## config.mk

```make
export PLATFORM = sky130hd
export DESIGN_NAME = jk_mod_counter
export DESIGN_NICKNAME = d
export VERILOG_FILES = /design/src/rtl/jk_mod_counter.sv
export SDC_FILE = /design/constraint.sdc
export NUM_CORES = 1
export LEC_CHECK = 0
export BUFFER_PORTS_ARGS = -buffer_cell sky130_fd_sc_hd__buf_2
export CAP_MARGIN = 20
export CORE_AREA = 3 3 40 42
export DETAILED_ROUTE_END_ITERATION = 7
export DIE_AREA = 0 0 43 45
export GPL_TIMING_DRIVEN = 0
export PLACE_DENSITY = 0.78
export RECOVER_POWER = 25
export SETUP_SLACK_MARGIN = 0.05
export SYNTH_ARGS = -nofsm -noshare
export SYNTH_HDL_FRONTEND = slang
export SYNTH_SLANG_ARGS = --single-unit
```

## constraint.sdc

```tcl
create_clock -name clk -period 1.99 [get_ports clk]
set_input_delay 0.4975 -clock clk [delete_from_list [all_inputs] [get_ports clk]]
set_output_delay 0.4975 -clock clk [all_outputs]
set_load 0.03 [all_outputs]
```

## src/rtl/jk_mod_counter.sv

```systemverilog
// Modulo-N up/down counter built from WIDTH JK flip-flop stages.
// The control logic turns load/count/hold requests into per-stage J/K inputs.

module jk_stage (
  input  logic clk,
  input  logic rst,
  input  logic j,
  input  logic k,
  output logic q
);
  always_ff @(posedge clk) begin
    if (rst) q <= 1'b0;
    else     q <= (j & ~q) | (~k & q);
  end
endmodule

module jk_mod_counter #(
  parameter int WIDTH   = 4,
  parameter int MODULUS = 10
) (
  input  logic             clk,
  input  logic             rst,
  input  logic             en,
  input  logic             up_dn,
  input  logic             load,
  input  logic [WIDTH-1:0] load_val,
  output logic [WIDTH-1:0] q,
  output logic [WIDTH-1:0] j_vec,
  output logic [WIDTH-1:0] k_vec,
  output logic             tc,
  output logic             wrap
);
  generate
    if (MODULUS < 2 || MODULUS > (1 << WIDTH)) begin : g_bad_modulus
      $error("jk_mod_counter: MODULUS must be in 2..2**WIDTH");
    end
  endgenerate

  localparam logic [WIDTH-1:0] MAX = WIDTH'(MODULUS - 1);

  logic             at_max, at_zero;
  logic [WIDTH-1:0] t_up, t_dn, lv;

  always_comb begin
    at_max  = (q == MAX);
    at_zero = (q == '0);
    t_up    = '0;
    t_dn    = '0;
    t_up[0] = 1'b1;
    t_dn[0] = 1'b1;
    // A bit flips on increment when all lower bits are 1, on decrement when all are 0.
    for (int i = 1; i < WIDTH; i++) begin
      t_up[i] = t_up[i-1] & q[i-1];
      t_dn[i] = t_dn[i-1] & ~q[i-1];
    end
    lv = (load_val > MAX) ? MAX : load_val;
    tc = en & ~load & (up_dn ? at_max : at_zero);

    j_vec = '0;
    k_vec = '0;
    if (load) begin
      j_vec = lv;
      k_vec = ~lv;
    end else if (en) begin
      if (up_dn) begin
        if (at_max) begin
          j_vec = '0;
          k_vec = '1;
        end else begin
          j_vec = t_up;
          k_vec = t_up;
        end
      end else begin
        if (at_zero) begin
          j_vec = MAX;
          k_vec = ~MAX;
        end else begin
          j_vec = t_dn;
          k_vec = t_dn;
        end
      end
    end
  end

  for (genvar i = 0; i < WIDTH; i++) begin : g_stage
    jk_stage u_stage (
      .clk (clk),
      .rst (rst),
      .j   (j_vec[i]),
      .k   (k_vec[i]),
      .q   (q[i])
    );
  end

  always_ff @(posedge clk) begin
    if (rst) wrap <= 1'b0;
    else     wrap <= tc;
  end
endmodule
```

### Yosys cells after proc, flatten, opt, wreduce, memory -nomap -nowiden

Cells that the tools add are included.

| word-level totals | value |
|---|---|
| input port bits | 9 |
| logic and storage cells | 48 |
| flip-flop bits (word level) | 5 |
| output and inout bits | 14 |

| operators by class | value |
|---|---|
| muxes and demuxes | 12 |
| equality and inequality tests | 1 |
| $lt $le $gt $ge | 1 |
| reductions and logical operators | 1 |
| bitwise operators | 28 |

Operator list:

| cell | count |
|---|---|
| $mux 4 | 11 |
| $and 1x1->1 | 14 |
| $not 1->1 | 9 |
| $eq 4x4->1 const B | 1 |
| $gt 4x4->1 const B | 1 |
| $logic_not 4->1 | 1 |
| $not 4->4 | 1 |
| $or 1x1->1 | 4 |
| $mux 1 | 1 |

### Logic depth before layout (Yosys ltp)

| logic depth | value |
|---|---|
| depth after elaboration | 10 |
| mapped depth | 6 |
| depth with buffers taken out | 4 |

### Cells and area by module

From an unflattened synthesis, not the netlist that was laid out.

| second synthesis, totals | value |
|---|---|
| cells, all modules | 63 |
| area, all modules | 504.2 um2 |

Modules (own cells, without submodules):

| module | times used | area each (um2) | cells each |
|---|---|---|---|
| jk_mod_counter | 1 | 309.0 | 47 |
| jk_stage | 4 | 48.8 | 4 |

### Worst setup path before layout

Ideal clock, no wire load.

| timing path | value |
|---|---|
| path kind | input port to output port |
| start point | input load |
| end point | output tc |
| setup slack | -365 ps |
| buffers on the path | 2 |
| stages on the path | 4 |
| data arrival time | 1857 ps |
| path through | buf_6 nand2b_4 buf_6 nor4_1 |

| on the way | value |
|---|---|
| word-level cells in the longest chain between the ends | 3 |

Ends and longest elaborated chain:

| item | RTL line | source |
|---|---|---|
| start: declaration | 25 | `input logic load,` |
| $not 1->1 | 57 | `tc = en & ~load & (up_dn ? at_max : at_zero);` |
| $and 1x1->1 (2 in a row) | 57 |  |
| end: declaration | 30 | `output logic tc,` |

Every way passes these cells.

### Final worst setup path

| timing path | value |
|---|---|
| start point | register g_stage[0].u_stage.q |
| end point | output k_vec[3] |

| on the way | value |
|---|---|
| word-level cells in the longest chain between the ends | 7 |

Ends and longest elaborated chain:

| item | RTL line | source |
|---|---|---|
| start: declaration | 9 | `output logic q` |
| start signal: assignment | 13 | `else q <= (j & ~q) \| (~k & q);` |
| $not 1->1 | 54 | `t_dn[i] = t_dn[i-1] & ~q[i-1];` |
| $and 1x1->1 (2 in a row) | 54 |  |
| $mux 4 | 74 | `if (at_zero) begin` |
| $mux 4 (*) | 65 | `if (up_dn) begin` |
| $mux 4 (*) | 64 | `end else if (en) begin` |
| $mux 4 (*) | 61 | `if (load) begin` |
| end: declaration | 29 | `output logic [WIDTH-1:0] k_vec,` |

Every way passes the cells marked *; elsewhere a longest branch is shown, timed or not.

==> flow_summary_export.csv <==
group,metric,value,unit
run_status,outcome,"finished with violations",
run_status,violations,"setup timing",
synth,ys_seq_area_share,17.3,%
timing,grt_setup_unrepaired,"yes",
synth,ys_types,29,
layout,layout_commonest_cell,"buf_4",
routing,via_count,721,
timing,timing.final.crit_share,108,%
die,fp.coreArea,1280,µm²
clock_tree,insertion_delay,0.24,ns
synth,synth-edff-count,0,
die,die_w,43,µm
placed_design,dp.cells,112,
global_route,grt_use_total,18.1,%
routing,wirelength,1.99,mm
clock_tree,cts_tree,"built",
layout,seq_area,106,µm²
die,io-pin-count,23,
clock_tree,cts_max_level,1,
worst_setup_path,start_kind,"flip-flop",
placed_design,port_buffers,21,
synth,syn_inst,76,
worst_setup_path,worstSetupStartpoint,"g_stage[0].u_stage.q",
worst_setup_path,worstSetupPathType,"flip-flop to primary output",
worst_setup_path,crit_required,1.49,ns
synth,ys.flop_type,"dfxtp_1",
clock_tree,cts_buffers,3,
pwr,totalPowerFinal,561,µW
routing,viasPerCell,5.59,
layout,drive_above_1_share,70.2,%
pwr,powerDensity,555,nW/µm²
worst_setup_path,rr_endpoint,"g_stage[3].u_stage.q",
timing,setup_viol,3,
clock_tree,clockBufferDepth,2,
global_route,grt_first_pass_wirelength,2.61,mm
run,cap_violations,0,
global_route,gr-total-overflow,0,
layout,multi_input_comb_area,452,µm²
synth,ys_seq_elements,5,
layout,utilization,78.8,%
timing,tightestPinTransition,0.411,ns
synth,async_flop_share,0,%
synth,synth_nets,85,
synth,netlist_area,579,µm²
routing,drc,0,
routing,wl_per_cell,15.4,µm
worst_setup_path,endpoint,"k_vec[3]",
timing,finalHoldViolCount,0,
layout,final_cell_mix,"27 x buf_4, 13 x buf_6, 12 x buf_2, 5 x a21oi_1, 4 x o21a_1",
die,start_util,45.1,%
placed_design,gp_congestion,0.825,
clock_tree,clk_pin_slew_worst_paths,0.05,ns
synth,synth_area_per_cell,7.62,µm²
worst_setup_path,worstPathArrival,1.66,ns
routing,firstDrtPassIters,4,
worst_setup_path,ff2ff_setup_slack,0.61,ns
clock_tree,holdBufCountCts,0,
worst_hold_path,hold_path.class,"input port to flip-flop",
pwr,peakVddDrop,0.259,mV
worst_setup_path,endpoint_kind,"primary output",
timing,maxSlewHeadroom,72.3,%
global_route,antenna_found_initial,0,
timing,max_freq,463,MHz
die,dieArea,1940,µm²
placed_design,placed_area,718,µm²
die,rows,13,
global_route,grt_max_degree,11,
routing,first_iter_violations,34,
layout,final_cells,129,
placed_design,pre_cts_slack,-0.168,ns
synth,ys_warn_count,0,
layout,diodes,0,
worst_setup_path,crit_fanout,7,
placed_design,dpl.hpwl,1.04,mm
die,fp.dieH,45,µm
layout,syn_to_final_growth,74.7,%
pwr,p_leak,0.000474,µW
timing,skew,0.00140,ns
worst_hold_path,min_from,"rst",
timing,layout_setup_ws,-0.168,ns
clock_tree,cts_root_buffer,"clkbuf_4",
clock_tree,clkSinkCount,5,
timing,period_needed,2.16,ns
timing,slew_viol_final,0,
global_route,grt_pass1_vias,602,
worst_setup_path,reg2regPathDepth,6,
layout,nFillCells,83,
layout,nets,124,
routing,drtAntennaViolNets,0,
layout,finalInstanceArea,1010,µm²
worst_setup_path,r2r_start,"g_stage[0].u_stage.q",
==> worst min path at each step <==
stage                            to  depth (start not counted)
2_1_floorplan  g_stage[0].u_stage.q                          1
3_3_place_gp   g_stage[2].u_stage.q                          2
3_5_place_dp   g_stage[2].u_stage.q                          2
4_1_cts        g_stage[0].u_stage.q                          2
5_1_grt        g_stage[2].u_stage.q                          2
6_report       g_stage[0].u_stage.q                          2
==> metrics by stage <==
stage	setup TNS (ns)	hold slack (ns)
2_1_floorplan	0	0.567
3_3_place_gp	-0.460	0.685
5_1_grt	-0.539	0.507
6_report	-0.237	0.516
4_1_cts	-0.105	0.500
3_5_place_dp	-0.463	0.689
==> report_power, final <==
| part | switching, µW | internal (µW) | total (µW) | leakage (µW) |
|---|---|---|---|---|
| sequential | 9.84 | 109 | 119 | 0.0000425 |
| combinational | 165 | 155 | 320 | 0.000416 |
| clock | 46.7 | 76.1 | 123 | 0.0000150 |
==> cells in the mapped netlist (3+ instances only) <==
| master | instances | area share [%] |
|---|---|---|
| buf_4 | 12 | 16 |
| a21oi_1 | 7 | 6.0 |
| dfxtp_1 | 5 | 17 |
| nor2_1 | 5 | 3.2 |
| buf_2 | 4 | 3.5 |
| o21a_1 | 4 | 5.2 |
| o21ai_0 | 4 | 3.5 |
| nor2b_1 | 3 | 3.2 |
| nor3_1 | 3 | 2.6 |
==> critical path, cell delays in order, from the launching register on <==
cell      delay (ns)
dfxtp_2         0.32
buf_6           0.14
xor2_2          0.21
nor3_2          0.23
a21oi_1         0.12
o21bai_1        0.15
buf_4           0.13
buf_6           0.12
==> kinds of logic (layout without fill, tap and decap cells) <==
family                 count (synthesis)  after routing  synth area share [%]
flip-flops                             5              5                  17.3
buffers and inverters                 18             56                  22.9
XOR/XNOR                               3              3                  4.54
AND/OR/NAND/NOR                       25             25                  27.0
AO/OA/AOI/OAI                         25             25                  28.3
==> state kept, by name (all words and copies together), names as in the netlist <==
name	flops
wrap	1
g_stage.u_stage.q	4
==> final cells by class <==
type	count	area share, %
Clock buffer	4	2.60
Buffer	16	13.7
Timing Repair Buffer	36	26.7
Tap cell	15	1.85
Multi-Input combinational cell	53	44.6
Sequential cell	5	10.5
==> layer usage <==
metal / GRT usage [%] / routed length [µm] / part of all wire [%]
met1: 21.0 / 779 / 39
met5: 0 / 0 / 0
met3: 1.20 / 150 / 7.5
met4: 12.7 / 44 / 2.2
met2: 31.7 / 1010 / 51
==> what timing repair did <==
action,in CTS,in global routing
resized for setup,32,25
pin swaps,3,10
buffers inserted,5,10
hold endpoints to repair,0,0
setup endpoints to repair,9,9
Note: power is estimated with default switching activity, not from simulation.
